**config.mk**
```make
export PLATFORM = sky130hd
export DESIGN_NAME = pwm_cfg_arbiter
export DESIGN_NICKNAME = d
export VERILOG_FILES = /design/src/rtl/pwm_cfg_arbiter.sv
export SDC_FILE = /design/constraint.sdc
export NUM_CORES = 1
export LEC_CHECK = 0
export CAP_MARGIN = 20
export CORE_ASPECT_RATIO = 0.9
export CORE_MARGIN = 2
export CORE_UTILIZATION = 45
export CTS_BUF_LIST = sky130_fd_sc_hd__clkbuf_4 sky130_fd_sc_hd__clkbuf_8
export CTS_CLUSTER_DIAMETER = 80
export DETAILED_ROUTE_END_ITERATION = 7
export GPL_ROUTABILITY_DRIVEN = 1
export PLACE_DENSITY = 0.8
export SYNTH_ARGS = -nofsm -noshare
export SYNTH_HDL_FRONTEND = slang
export SYNTH_SLANG_ARGS = --single-unit
```
**constraint.sdc**
```tcl
create_clock -name clk -period 3 [get_ports clk]
set_input_delay 0.75 -clock clk [delete_from_list [all_inputs] [get_ports clk]]
set_output_delay 0.75 -clock clk [all_outputs]
set_load 0.05 [all_outputs]
```
**src/rtl/pwm_cfg_arbiter.sv**
```systemverilog
// Round-robin arbiter that shares the PWM configuration bank between the SPI decoder (req0)
// and the preload sequencer (req1). Writes pass through one commit stage before reaching the bank.
module pwm_cfg_arbiter #(
  parameter int NUM_REGS    = 5,
  parameter bit SHADOW_DUTY = 1'b1
) (
  input  logic       clk,
  input  logic       rst,
  input  logic       req0_valid,
  output logic       req0_ready,
  input  logic [6:0] req0_addr,
  input  logic [7:0] req0_data,
  input  logic       req1_valid,
  output logic       req1_ready,
  input  logic [6:0] req1_addr,
  input  logic [7:0] req1_data,
  input  logic       frame_sync,
  output logic [7:0] en_reg_out_7_0,
  output logic [7:0] en_reg_out_15_8,
  output logic [7:0] en_reg_pwm_7_0,
  output logic [7:0] en_reg_pwm_15_8,
  output logic [7:0] pwm_duty_cycle,
  output logic       duty_pending,
  output logic [7:0] err_count,
  output logic       wr_strobe
);

  localparam logic [6:0] LP_NUM_REGS  = 7'(NUM_REGS);
  localparam logic [6:0] LP_DUTY_ADDR = 7'd4;

  logic       r_rr;
  logic       r_c_valid;
  logic [6:0] r_c_addr;
  logic [7:0] r_c_data;
  logic [7:0] r_bank [0:3];
  logic [7:0] r_duty;
  logic       r_pending;
  logic [7:0] r_err;
  logic       r_strobe;

  logic       w_gnt0;
  logic       w_gnt1;
  logic       w_wr_ok;
  logic       w_wr_bad;
  logic       w_duty_wr;

  // r_rr == 0 gives req0 priority when both requesters are valid.
  always_comb begin
    w_gnt0 = 1'b0;
    w_gnt1 = 1'b0;
    if (!rst) begin
      w_gnt0 = req0_valid && (!req1_valid || !r_rr);
      w_gnt1 = req1_valid && (!req0_valid ||  r_rr);
    end
  end

  assign req0_ready = w_gnt0;
  assign req1_ready = w_gnt1;

  always_ff @(posedge clk) begin
    if (rst) begin
      r_rr      <= 1'b0;
      r_c_valid <= 1'b0;
      r_c_addr  <= '0;
      r_c_data  <= '0;
    end else begin
      r_c_valid <= w_gnt0 || w_gnt1;
      if (w_gnt0) begin
        r_rr     <= 1'b1;
        r_c_addr <= req0_addr;
        r_c_data <= req0_data;
      end else if (w_gnt1) begin
        r_rr     <= 1'b0;
        r_c_addr <= req1_addr;
        r_c_data <= req1_data;
      end
    end
  end

  assign w_wr_ok   = r_c_valid && (r_c_addr < LP_NUM_REGS);
  assign w_wr_bad  = r_c_valid && !(r_c_addr < LP_NUM_REGS);
  assign w_duty_wr = w_wr_ok && (r_c_addr == LP_DUTY_ADDR);

  always_ff @(posedge clk) begin
    if (rst) begin
      for (int i = 0; i < 4; i++) r_bank[i] <= '0;
      r_err    <= '0;
      r_strobe <= 1'b0;
    end else begin
      for (int i = 0; i < 4; i++) begin
        if (w_wr_ok && (r_c_addr == 7'(i))) r_bank[i] <= r_c_data;
      end
      if (w_wr_bad && (r_err != 8'hFF)) r_err <= r_err + 8'd1;
      r_strobe <= w_wr_ok;
    end
  end

  generate
    if (SHADOW_DUTY) begin : g_shadow
      logic [7:0] r_shadow;
      // A duty commit landing on frame_sync bypasses the shadow wait and applies at once.
      always_ff @(posedge clk) begin
        if (rst) begin
          r_shadow  <= '0;
          r_duty    <= '0;
          r_pending <= 1'b0;
        end else if (w_duty_wr) begin
          r_shadow <= r_c_data;
          if (frame_sync) begin
            r_duty    <= r_c_data;
            r_pending <= 1'b0;
          end else begin
            r_pending <= 1'b1;
          end
        end else if (frame_sync && r_pending) begin
          r_duty    <= r_shadow;
          r_pending <= 1'b0;
        end
      end
    end else begin : g_direct
      always_ff @(posedge clk) begin
        if (rst) begin
          r_duty <= '0;
        end else if (w_duty_wr) begin
          r_duty <= r_c_data;
        end
        r_pending <= 1'b0;
      end
    end
  endgenerate

  assign en_reg_out_7_0  = r_bank[0];
  assign en_reg_out_15_8 = r_bank[1];
  assign en_reg_pwm_7_0  = r_bank[2];
  assign en_reg_pwm_15_8 = r_bank[3];
  assign pwm_duty_cycle  = r_duty;
  assign duty_pending    = r_pending;
  assign err_count       = r_err;
  assign wr_strobe       = r_strobe;

endmodule

```
==> results.cfg <==
[outcome]
status = finished, final reports clean

[clock_network]
cts.clk_slew.worst_paths_ns = 0.08
cts_setup_buffers = 0
cts_inserted_buffers = 9
cts_tree = built
insertion_delay_ns = 0.33
clock_path_buffers = 2
cts_hold_buf = 0
clock-root-buffer = clkbuf_8
cts_num_sinks = 75
cts_resized = 0
htreeDepth = 3

[sta]
fmaxAchievable_mhz = 380
final_hold_viol_count = 0
min_period_ns = 2.63
setup_violations = 0
hold_ws_ns = 0.460
relSlewSlack_pct = 53.0
slew_viol_final = 0
rsz0062_at_grt = no
fin_skew_ns = 0.00826
post-route-period-util_pct = 87.7
worstMarginPinSlew_ns = 0.703
finalSetupTns_ns = 0

[critical_path]
cp-end-kind = primary output
cp_data_arrival_time_ns = 1.88
cp_cell_sequence = clkdlybuf4s50_1 > nand2_1 > nor2_1 > buf_12
cp-startpoint = req1_valid
rr_startpoint = r_c_addr[3]
crit_fanout = 8
worst-path-buf-inv = 2
critPathMaxStageDelay_ns = 0.64
critPathTopFamily = buffers and inverters
path_class = input pin to primary output
startpoint_type = input pin
slowest_stage = clkdlybuf4s50_1
required_ns = 2.25

[run]
maxCapViolations = 0

[synth]
synthCells = 326
yosys_warnings = 0
synthMuxAreaShare_pct = 0.308
yosysMostFrequentCell = dfxtp_1
synth.avg_cell_area_um2 = 9.97
synthTopCellsByCount = 43 x dfxtp_1, 37 x nand3_1, 35 x nand2_1
synth.area.top_cells = edfxtp_1 30%, dfxtp_1 26%, and2_1 6.2%
synth_top_area_share_pct = 29.6
synth-seq-cells = 75
async_flop_share_pct = 0
synth_edf_count = 32
synth_top_area_cell = edfxtp_1
yosys.area_share.simple_pct = 23.8
syn-num-nets = 362
synth_compound_area_share_pct = 13.9
yosys.area_share.adder_pct = 0.385
synth_cell_type_count = 38
synth.cell_area_um2 = 3250
ys.flop_type = dfxtp_1
seq_area_frac_synth_pct = 56.1
synthXorXnorAreaFrac_pct = 0.270
synth_top_family_by_area = simple AND/OR/NAND/NOR gates

[detailed_routing]
drtIter0Drc = 203
routed_wirelength_um = 7190
post_drt_wl_per_cell_um = 14.3
vias = 2670
dr.pass1.iters = 4
ant_nets = 0
via_per_inst = 5.30
route.detailed.drc = 0

[floorplan]
ios = 87
die_w_um = 93.6
die_h_um = 84.6
start_util_pct = 46.2
core_um2 = 7040
rows = 29
dieArea_um2 = 7920

[placement]
gp_congestion = 0.789
port_buffers = 86
hpwl_um = 5080
dpl_cell_area_um2 = 4160

[global_route]
grt_pass1_wl_um = 11900
grt_usage_pct = 19.1
grt_start_max_net_pins = 41
antenna_found_initial = 0
grt_pass1_vias = 2522
grt_overflow = 0

[layout]
nNetsFinal = 442
syn_to_final_growth_pct = 34.9
finish.utilization_pct = 62.3
final_area_um2 = 4380
drive_gt1_share_pct = 8.52
antenna_cells = 0

[pwr]
p_leak_nw = 1.53
ir_worst_vdd_v = 0.000266
pwr_density_cell_nw_per_um2 = 528
power_mw = 2.31

[hold_path]
hold_path_class = flop to flop
min-delay-start = g_shadow.r_shadow[1]
## power by group
| group | internal, mW | switching [mW] |
|---|---|---|
| clock | 0.496 | 0.341 |
| sequential | 1.11 | 0.0469 |
| combinational | 0.129 | 0.193 |
## logic make-up after synthesis
| kind of cell | count (synthesis) |
|---|---|
| multiplexers | 1 |
| AO/OA/AOI/OAI | 66 |
| AND/OR/NAND/NOR | 147 |
| XOR/XNOR | 1 |
| adder cells (fa/ha/maj) | 1 |
| flip-flops | 75 |
| buffers and inverters | 35 |
## placed cells by master (no fill, tap or decap), drive strengths merged, types with 2 or more instances in the layout
cell type      Yosys  routed
a311oi            15      15
a21oi             22      22
or4                3       3
clkinv             0       2
o21bai             2       2
and2              32      32
bufinv             0       2
clkbuf            16      11
buf                8      10
nand2b             3       3
a2bb2oi            8       8
dfxtp             43      43
edfxtp            32      32
nand4              2       2
o31ai              2       2
nand3             37      37
clkdlybuf4s50      0      83
inv               11      11
and4               2       2
nor3               5       5
nor2              21      21
nand2             35      35
or3                3       3
o21ai             12      12
## state kept, by name (all words and copies together) (netlist names)
| name | count |
|---|---|
| r_bank | 32 |
| err_count | 8 |
| g_shadow.r_shadow | 8 |
| pwm_duty_cycle | 8 |
| r_c_data | 8 |
| r_c_addr | 7 |
| duty_pending | 1 |
| r_c_valid | 1 |
| r_rr | 1 |
| wr_strobe | 1 |
## worst min-delay path: stages (launching register included)
cell     delay (ns)
dfxtp_1        0.31
nand2_1        0.05
a21oi_1        0.05
## per-stage QoR
step	cells	worst slack (ns)
floorplan	326	0.201
global placement	488	0.409
detailed placement	488	0.385
CTS	504	0.365
global route	504	0.294
finish	504	0.368
## worst paths after layout
| path | end | slack (ns) | depth (start not counted) |
|---|---|---|---|
| setup / recovery | req1_ready | 0.37 | 4 |
| setup reg to reg | pwm_duty_cycle[6] | 1.00 | 4 |
| hold / removal | g_shadow.r_shadow[1] | 0.46 | 2 |
| hold reg to reg | g_shadow.r_shadow[1] | 0.46 | 2 |
## cell type report
class	count	area [um2]
sequential	75	1820
timing repair buffer	93	928
inverter	11	41.3
tap	93	116
clock inverter	5	76.3
fill	597	2660
multi-input combinational	216	1250
clock buffer	11	145
## layer usage
layer | up-vias | GRT usage [%] | routed length [um]
met4 | 0 | 8.83 | 127
met3 | 12 | 3.68 | 433
met1 | 1245 | 26.5 | 3220
met5 | - | 0 | 0
li1 | 1327 | - | -
met2 | 86 | 29.2 | 3410
No activity file was read; power rests on OpenSTA's default activity.
